[src/rtl/device_bus_bridge.sv]
// Device-segment load/store bridge: one outstanding valid/ready bus transaction at a time,
// with store-over-load arbitration, load kill and a response timeout.
module device_bus_bridge #(
    parameter int unsigned     XLEN           = 32,
    parameter int unsigned     TIMEOUT_CYCLES = 255,
    parameter logic [XLEN-1:0] ERR_RDATA      = 32'hFFFF_FFFF
) (
    input  logic              clk,
    input  logic              rst,
    input  logic              load_access_stall,
    input  logic              load_req,
    input  logic              load_kill,
    input  logic [XLEN-1:0]   load_addr,
    input  logic              store_req,
    input  logic [XLEN-1:0]   store_addr,
    input  logic [XLEN/8-1:0] store_byte_enable,
    input  logic [XLEN-1:0]   store_data,
    output logic              load_hit,
    output logic              load_miss,
    output logic              load_data_ready,
    output logic [XLEN-1:0]   load_data,
    output logic              store_finished,
    output logic              bus_req_valid,
    input  logic              bus_req_ready,
    output logic              bus_req_we,
    output logic [XLEN-1:0]   bus_req_addr,
    output logic [XLEN/8-1:0] bus_req_be,
    output logic [XLEN-1:0]   bus_req_wdata,
    input  logic              bus_resp_valid,
    input  logic [XLEN-1:0]   bus_resp_rdata,
    output logic              err_sticky
);

    localparam int unsigned BeW  = XLEN / 8;
    localparam int unsigned CntW = $clog2(TIMEOUT_CYCLES + 1);

    typedef enum logic [2:0] {
        StIdle, StLdReq, StLdWait, StLdDone, StStReq, StStWait, StStDone
    } state_e;

    state_e            state_q, state_d;
    logic [XLEN-1:2]   addr_q, addr_d;
    logic [BeW-1:0]    be_q, be_d;
    logic [XLEN-1:0]   wdata_q, wdata_d;
    logic [CntW-1:0]   cnt_q, cnt_d;
    logic              killed_q, killed_d;
    logic [XLEN-1:0]   load_data_q, load_data_d;
    logic              err_q, err_d;
    logic [CntW-1:0]   cnt_inc;
    logic              in_wait;
    logic              timeout;

    // Stall is informational only; low address bits are dropped on the bus.
    logic [4:0] unused_bits;
    assign unused_bits = {load_access_stall, load_addr[1:0], store_addr[1:0]};

    assign in_wait = (state_q == StLdWait) || (state_q == StStWait);
    assign cnt_inc = cnt_q + 1'b1;
    // A response in the limit cycle wins over the timeout.
    assign timeout = in_wait && !bus_resp_valid && (cnt_inc == CntW'(TIMEOUT_CYCLES));

    always_ff @(posedge clk) begin
        if (rst) begin
            state_q <= StIdle;
        end else begin
            state_q <= state_d;
        end
    end

    always_comb begin
        state_d = state_q;
        unique case (state_q)
            StIdle: begin
                if (store_req) begin
                    state_d = StStReq;
                end else if (load_req && !load_kill) begin
                    state_d = StLdReq;
                end
            end
            StLdReq:  if (bus_req_ready) state_d = StLdWait;
            StLdWait: if (bus_resp_valid || timeout) state_d = StLdDone;
            StLdDone: state_d = StIdle;
            StStReq:  if (bus_req_ready) state_d = StStWait;
            StStWait: if (bus_resp_valid || timeout) state_d = StStDone;
            StStDone: state_d = StIdle;
            default:  state_d = StIdle;
        endcase
    end

    always_comb begin
        load_miss       = 1'b0;
        load_data_ready = 1'b0;
        store_finished  = 1'b0;
        bus_req_valid   = 1'b0;
        bus_req_we      = 1'b0;
        bus_req_addr    = '0;
        bus_req_be      = '0;
        bus_req_wdata   = '0;
        unique case (state_q)
            StIdle:   load_miss = load_req && !load_kill;
            StLdReq: begin
                load_miss     = !killed_q;
                bus_req_valid = 1'b1;
                bus_req_addr  = {addr_q, 2'b00};
                bus_req_be    = '1;
            end
            StLdWait: load_miss = !killed_q;
            StLdDone: load_data_ready = !killed_q;
            StStReq: begin
                bus_req_valid = 1'b1;
                bus_req_we    = 1'b1;
                bus_req_addr  = {addr_q, 2'b00};
                bus_req_be    = be_q;
                bus_req_wdata = wdata_q;
            end
            StStDone: store_finished = 1'b1;
            default: ;
        endcase
    end

    always_comb begin
        addr_d      = addr_q;
        be_d        = be_q;
        wdata_d     = wdata_q;
        killed_d    = killed_q;
        load_data_d = load_data_q;
        err_d       = err_q;
        cnt_d       = in_wait ? cnt_inc : '0;

        if (state_q == StIdle) begin
            if (store_req) begin
                addr_d  = store_addr[XLEN-1:2];
                be_d    = store_byte_enable;
                wdata_d = store_data;
            end else if (load_req && !load_kill) begin
                addr_d = load_addr[XLEN-1:2];
            end
        end

        if (((state_q == StLdReq) || (state_q == StLdWait)) && load_kill) begin
            killed_d = 1'b1;
        end

        // A killed load still drains its bus transaction but never updates load_data.
        if ((state_q == StLdWait) && !killed_d) begin
            if (bus_resp_valid) begin
                load_data_d = bus_resp_rdata;
            end else if (timeout) begin
                load_data_d = ERR_RDATA;
            end
        end

        if (timeout) begin
            err_d = 1'b1;
        end

        if (state_d == StIdle) begin
            killed_d = 1'b0;
        end
    end

    always_ff @(posedge clk) begin
        if (rst) begin
            addr_q      <= '0;
            be_q        <= '0;
            wdata_q     <= '0;
            cnt_q       <= '0;
            killed_q    <= 1'b0;
            load_data_q <= '0;
            err_q       <= 1'b0;
        end else begin
            addr_q      <= addr_d;
            be_q        <= be_d;
            wdata_q     <= wdata_d;
            cnt_q       <= cnt_d;
            killed_q    <= killed_d;
            load_data_q <= load_data_d;
            err_q       <= err_d;
        end
    end

    assign load_hit   = 1'b0;
    assign load_data  = load_data_q;
    assign err_sticky = err_q;

endmodule

[config.mk]
export PLATFORM = sky130hd
export DESIGN_NAME = device_bus_bridge
export DESIGN_NICKNAME = d
export VERILOG_FILES = /design/src/rtl/device_bus_bridge.sv
export SDC_FILE = /design/constraint.sdc
export NUM_CORES = 1
export LEC_CHECK = 0
export CORE_ASPECT_RATIO = 1.25
export CORE_MARGIN = 2
export CORE_UTILIZATION = 40
export DETAILED_ROUTE_END_ITERATION = 6
export HOLD_SLACK_MARGIN = 0.05
export PLACE_DENSITY = 0.81
export SLEW_MARGIN = 20
export SYNTH_ARGS = -nofsm -noshare
export SYNTH_HDL_FRONTEND = slang
export SYNTH_SLANG_ARGS = --single-unit
export TNS_END_PERCENT = 5
[constraint.sdc]
create_clock -name clk -period 4.2 [get_ports clk]
set_input_delay 0.84 -clock clk [delete_from_list [all_inputs] [get_ports clk]]
set_output_delay 0.84 -clock clk [all_outputs]
set_load 0.02 [all_outputs]
==> results of run 1 <==
-- cell usage after synthesis (all sizes together) (3+ instances only) --
library cell | instances | area share, %
nor2 | 44 | 3.1
a21oi | 49 | 4.7
dfxtp | 111 | 42
nand3b | 3 | 0.43
o22ai | 31 | 3.7
inv | 37 | 2.6
nand2b | 4 | 0.48
mux2i | 30 | 5.7
nor2b | 4 | 0.48
buf | 9 | 1.3
o21ai | 6 | 0.57
nor4 | 3 | 0.48
nor3 | 4 | 0.38
nand3 | 3 | 0.38
a211oi | 63 | 12
and2 | 64 | 7.6
clkbuf | 42 | 3.0
nand2 | 83 | 5.9
xor2 | 5 | 0.83
-- final cells by class --
type	count	share of cell area, %
flip-flops and latches	111	27.8
diodes	1	0.0313
repair buffers	248	30.7
clock inverters	3	0.251
inverters	37	1.74
well taps	168	2.63
multi-input cells	421	33.8
clock buffers	12	3.08
-- routing by layer --
layer | vias up | wire length [um]
met2 | 171 | 6850
met3 | 21 | 1040
met5 | - | 0
met1 | 2268 | 5990
li1 | 2528 | -
met4 | 0 | 316
-- critical path, cell delays in order (launching register included) --
cell             delay (ps)
dfxtp_1                 650
nand2b_1                300
a21oi_2                 200
buf_4                   280
and2_1                  170
clkdlybuf4s50_1         620
-- per-stage QoR --
| stage | cells | area [um2] | util (%) | worst slack [ps] |
|---|---|---|---|---|
| global route | 1001 | 7990 | 62.5 | 618 |
| global placement | 985 | 7720 | 60.4 | 874 |
| floorplan | 620 | 5260 | - | 1650 |
| detailed placement | 985 | 7720 | 60.4 | 880 |
| finish | 1001 | 7990 | 62.5 | 800 |
| CTS | 1000 | 7990 | 62.5 | 793 |
-- report_power, final --
part / leakage (nW) / internal, mW / switching, mW
clock: 0.125 / 0.416 / 0.380
combinational: 1.77 / 0.320 / 0.329
sequential: 0.907 / 1.13 / 0.0484
-- worst min-delay path by stage --
stage / end / slack (ps)
after floorplan: wdata_q[0]$_SDFFE_PP0P_ / 430
after global placement: wdata_q[12]$_SDFFE_PP0P_ / 440
after detailed placement: wdata_q[5]$_SDFFE_PP0P_ / 440
after CTS: wdata_q[5]$_SDFFE_PP0P_ / 450
after global routing: wdata_q[28]$_SDFFE_PP0P_ / 470
final: wdata_q[6]$_SDFFE_PP0P_ / 450
-- cell families (layout without fill, tap and decap cells) --
| kind of cell | Yosys count | count (layout) |
|---|---|---|
| buffers and inverters | 88 | 300 |
| xor gates and xnor gates | 6 | 6 |
| adders and majority gates | 2 | 2 |
| and+or+nand+nor | 223 | 223 |
| muxes | 31 | 31 |
| AOI/OAI and AO/OA | 156 | 156 |
| other | 1 | 4 |
| DFF | 111 | 111 |
-- state kept, by name, indices dropped and copies added, names as in the netlist --
register and cells:
load_data 32, addr_q 30, be_q 4, killed_q 1, state_q 3, wdata_q 32, cnt_q 8, err_sticky 1
==> results.txt, run 1 <==
* Status: complete, no violations
- Met1 Use GR: 24.9%
* Remaining DRCs: 0
- Setup repair after global routing missed its margin: no
- Hold Violations, Final: 0
* DP Wirelength: slightly below 10000 um
- Number of buffers inserted by port buffering: 238
- For this run, the total global-route usage over all layers was measured as slightly above 20%.
* Wire length per cell: roughly 14 um
* Crit Reg-Reg Endpoint: load_data[31]$_SDFFE_PP0P_
- Summing every instance area after synthesis gives ~5300 um2.
- For this configuration, the core starts out at a cell density of 41.1%.
* Post-Synth Adder-Cell Area: less than 1%
* DRT antenna net count: 0
- Compared with the post-synthesis result, the final layout area differs by 52.1%.
- Post-Route Hold Slack: approximately 450 ps
- Fraction of the mapped netlist area in compound gates: 22.2%
* Number of flops mapped to enable cells by yosys: 0
- Main flop type after synthesis: dfxtp_1
- Across all register-to-register paths, the minimum setup slack is between 1500 and 2000 ps.
* Remaining global-route overflow: 0
* Core Rows: 46
- Clock-pin slew was measured on the worst setup and hold paths at roughly 70 ps.
- For this design the ratio of total power to cell area is 329 nW/um2.
- Post-synthesis sequential area ratio: around 42%
- The post-route netlist has under 10% of its cells at a drive strength greater than 1.
* Post-CTS Setup Bufs: 0
- After synthesis, the mean cell area works out to about 8.5 um2.
- The worst pin sits at a relative slew slack of roughly two fifths.
- Static timing analysis puts the maximum clock frequency at roughly 290 MHz.
- Most common cell after layout, fill and taps aside: clkdlybuf4s50_1
- Via-per-instance ratio: 4.98
- FFs w/ async S/R, synth: 0%
* Synth Area in Simple Gates: a little over a fifth
- In the global route stage, met2 resource usage came out at about 34%.
* Worst endpoint required time: 3360 ps
- Counting along the longest clock path gives a buffer depth of 2.
- Total detailed-routing wirelength: 14200 um
- Total power: 2.63 mW
- Entering global routing, the biggest net connects 75 pins.
- Number of gates resized after CTS: 0
- Filler Cell Count: between 1000 and 1500
- The tree is rooted in a clkbuf_16.
- Counting every sink on the clock net gives between 100 and 150.
- In this run the most used layer during global routing was met2.
- Cell variety after synth: between 40 and 50
- Summing all multi-input logic gate instances after layout gives 2700 um2.
- In the layout the commonest cells are clkdlybuf4s50_1 (236), dfxtp_1 (111), nand2_1 (83).
- Critical path data arrival time: 2560 ps
- After synthesis, the largest family of logic cells by area is compound AO/OA/AOI/OAI gates.
- Across all layers, the routed design uses ~5000 vias.
- Die Area: around 14000 um2
- CP startpoint: state_q[0]$_SDFF_PP0_
* Final Setup Violations: 0
- Source-to-sink clock delay at the later pin of the worst-skew pair: roughly 350 ps
- Static power due to leakage: 2.80 nW
- Synth warn: 0
- The first detailed-routing pass ran for 4 iterations.
- Summing the areas of all xor and xnor instances in the mapped netlist gives 1.00% of the synthesized area.
- In this run the critical register-to-register path is launched from state_q[1]$_SDFF_PP0_.
* Path class of the lowest-slack min-delay path: reg -> reg
- Area of the core: roughly 13000 um2
- The worst path in the final design needs a cycle of between 3000 and 4000 ps, including I/O delays and setup.
- The first global-routing pass estimated 23200 um of wire.
* Register-to-Register Path Depth: 6
* Final-report max-slew violation count: 0
* Count of hold-fix buffers inserted at cts: 0
- The critical path ends at bus_req_addr[26].
- The final critical path takes up 81.0% of the cycle.
- Max-cap check violation count: 0
* First-iteration detailed-routing DRC count: 200
- Across the routed clock network, the largest skew measured is about 8.9 ps.
- TritonCTS built the clock tree.
- I/O pin count: 247
* Die H: between 100 and 150 um
- Synthesis inferred between 100 and 150 register bits.
- Cell depth of the worst min-delay path: 2
- Sort of element at the end of the critical path: primary output
- TNS Setup: 0 ps
- Across the whole layout, storage elements account for roughly 2200 um2.
- Number of instances in the synthesized netlist: between 600 and 700
- After the last flow step, the layout net total stands at a little under 1000.
- Max Fanout on Critical Path: 31
- H-tree levels: 3
* Kind of critical path: reg -> out
- The worst hold path begins at wdata_q[6]$_SDFFE_PP0P_.
* IR drop worst, VDD: approximately 0.17 mV
- At the end of routability-driven placement, the weighted congestion stood at 0.779.
- In the global route stage, met3 resource usage came out at 5.54%.
* Number of global-route vias before repair: 4700
- Worst Max-Slew Pin Slew: 882 ps
- Critical path startpoint category: flip-flop
* Antenna violations before repair: 1
- Num CTS Buffers: 9
- Measured along the x axis, the die boundary spans about 110 um.
- Mux contribution to synthesized area: under 10%
Power figures use the tool's default switching activity.
==> inputs of run 2 (changes only) <==
clock period = 3.3 ns   (was 4.2 ns; I/O delays follow)
==> results.txt, run 2 (same netlist as run 1, synthesis figures left out) <==
- Status: complete, no violations (unchanged).
* Remaining global-route overflow: 0 (unchanged)
- Num CTS Buffers: 9 (unchanged)
- Max Fanout on Critical Path: 4 (was 31)
- The number of I/O pins was 247 (unchanged).
- The die extent in x came to 107 um (unchanged).
- Die Area: 14100 um2 (unchanged)
- The final routed wire length divided by cell count is 14.1 um (was 14.2 um).
- Max-cap check violation count: 0 (unchanged)
- The total global-route track usage is 19.9% (was 20.2%).
* Worst path slowest cell: clkdlybuf4s50_1 (was dfxtp_1)
* Slew Limit Headroom: 51.9% (was 41.2%)
- Placed standard-cell area: 7740 um2 (was 7720 um2)
- The clock period could shrink to just under 3000 ps.
- The maximum clock path buffer count came to 2 (unchanged).
- The share of cells above drive strength 1 was 8.25% (was 7.69%).
- The initial DRC count is 206 (was 200).
* Most used cells in the layout excluding fill and tap cells: clkdlybuf4s50_1 (236), dfxtp_1 (111), nand2_1 (83) (unchanged)
- CTS tree: built (unchanged)
- The start-to-end type of the worst setup path is in -> out (was reg -> out).
- The wire length of the first global-routing pass is 22900 um (was 23200 um).
- Number of global-route vias before repair: 4664 (was 4700)
- Non-filler cells, final: 1004 (was 1001)
- The initial antenna violation count was 0 (was 1).
- The starting utilization of the core area came to 41.1% (unchanged).
* # nets final: 973 (was 970)
* CTS Root Cell: clkbuf_16 (unchanged)
- Clock-pin slew reported for the worst setup and hold paths after clock tree synthesis: 80 ps (was 70 ps)
- Final-report max-slew violation count: 0 (unchanged)
- The count of cells resized by post-cts repair came to 0 (unchanged).
- The highest cell delay on the worst timing path was 650 ps (about the same).
- Critical path data arrival time: 2300 ps (was 2560 ps)
- The cell count after placement came to 988 (was 985).
- Maximum number of pins on one net before global-route repair: 61 (was 75)
- The final critical path takes up roughly nine tenths of the cycle.
- The number of diodes was 0 (was 1).
- The maximum level of the CTS H-tree was 3 (unchanged).
* GP Congestion: 0.759 (was 0.779)
- The maximum VDD drop is 0.277 mV (was 0.173 mV).
- Max Clk Rate: 338 MHz
* TNS Setup: 0 ps (unchanged)
* DRT antenna net count: 0 (unchanged)
- The half-perimeter wire length after placement came to 9980 um (was 9940 um).
- The number of rows in the core area was 46 (unchanged).
- The height of the die was 132 um (unchanged).
* Final Instance Area: 8050 um2 (was 7990 um2)
* Worst endpoint required time: 2640 ps (was 3360 ps)
- The critical path capture point type is a primary output (unchanged).
- The worst min-delay path category was reg -> reg (unchanged).
* Hold Violations, Final: 0 (unchanged)
* Critical-path cell list: clkdlybuf4s50_1 -> nor4b_1 -> nor2_1 -> nor2_1 -> clkdlybuf4s50_1 (was nand2b_1 -> a21oi_2 -> buf_4 -> and2_1 -> clkdlybuf4s50_1)
- Remaining DRCs: 0 (unchanged)
- The worst setup timing slack at the placement stage came to 326 ps (was 880 ps).
- The core region area came to 12800 um2 (unchanged).
* Total power: 3.47 mW (was 2.63 mW)
* Most common cell after layout, fill and taps aside: clkdlybuf4s50_1 (unchanged)
- Total detailed-routing wirelength: 14100 um (was 14200 um)
* Via-per-instance ratio: 4.95 (was 4.98)
- Relative area change from synthesis to final layout: 53.3% (was 52.1%)
* Number of buffers inserted by port buffering: 238 (unchanged)
- The clock latency of the later-clocked register in the worst-skew pair is 350 ps (about the same).
- The number of setup violations in the final report was 0 (unchanged).
* Critical path startpoint category: primary input (was flip-flop)
- Static power due to leakage: 2.83 nW (was 2.80 nW)
* Post-CTS Setup Bufs: 0 (unchanged)
* Post-Route Hold Slack: 449 ps (was 450 ps)
* Worst setup slack after layout: 340 ps (was 800 ps)
- Setup Skew: 12.8 ps (was 8.86 ps)
* P per Cell Area: 431 nW/um2 (was 329 nW/um2)
* Number of search-and-repair iterations in the first detailed-routing pass: 4 (unchanged)
- Setup repair after global routing missed its margin: no (unchanged)
- The hold buffer count at CTS is 0 (unchanged).
- The core occupancy in the finished layout was 63.0% (was 62.5%).
- The clock sink count was 111 (unchanged).
- The vias after detailed routing was 4966 (was 4988).
* Worst Max-Slew Pin Slew: 714 ps (was 882 ps)
==> run 2: final timing paths <==
path              slack [ps]                startpoint                         to  cells after the start
setup / recovery         340                 load_kill                  load_miss                      5
hold / removal           450  wdata_q[14]$_SDFFE_PP0P_   wdata_q[14]$_SDFFE_PP0P_                      2
setup reg to reg         860     state_q[1]$_SDFF_PP0_  load_data[0]$_SDFFE_PP0P_                      6
hold reg to reg          450  wdata_q[14]$_SDFFE_PP0P_   wdata_q[14]$_SDFFE_PP0P_                      2
==> run 2: report_power, final <==
group / switching, mW / internal [mW]
combinational: 0.434 / 0.412
sequential: 0.0525 / 1.44
clock: 0.513 / 0.619
total: 0.999 / 2.47
==> run 2: layout make-up <==
type | instances | area [um2]
clock buffer | 11 | 243
clock inverter | 5 | 65.1
fill | 1143 | 4720
inverter | 37 | 139
multi-input combinational | 421 | 2700
sequential | 111 | 2220
tap | 168 | 210
timing repair buffer | 251 | 2470
==> run 2: layer usage <==
metal | wire (um) | GRT usage [%] | up-vias
met4 | 239 | 6.49 | 0
li1 | - | - | 2537
met5 | 0 | 0 | -
met3 | 1060 | 5.78 | 18
met1 | 5950 | 24.0 | 2245
met2 | 6860 | 34.1 | 166
==> run 2: worst max-delay path: cells and delay by family <==
kind,cells,cell delay (ps)
buf+inv,2,1160
simple gates,3,480
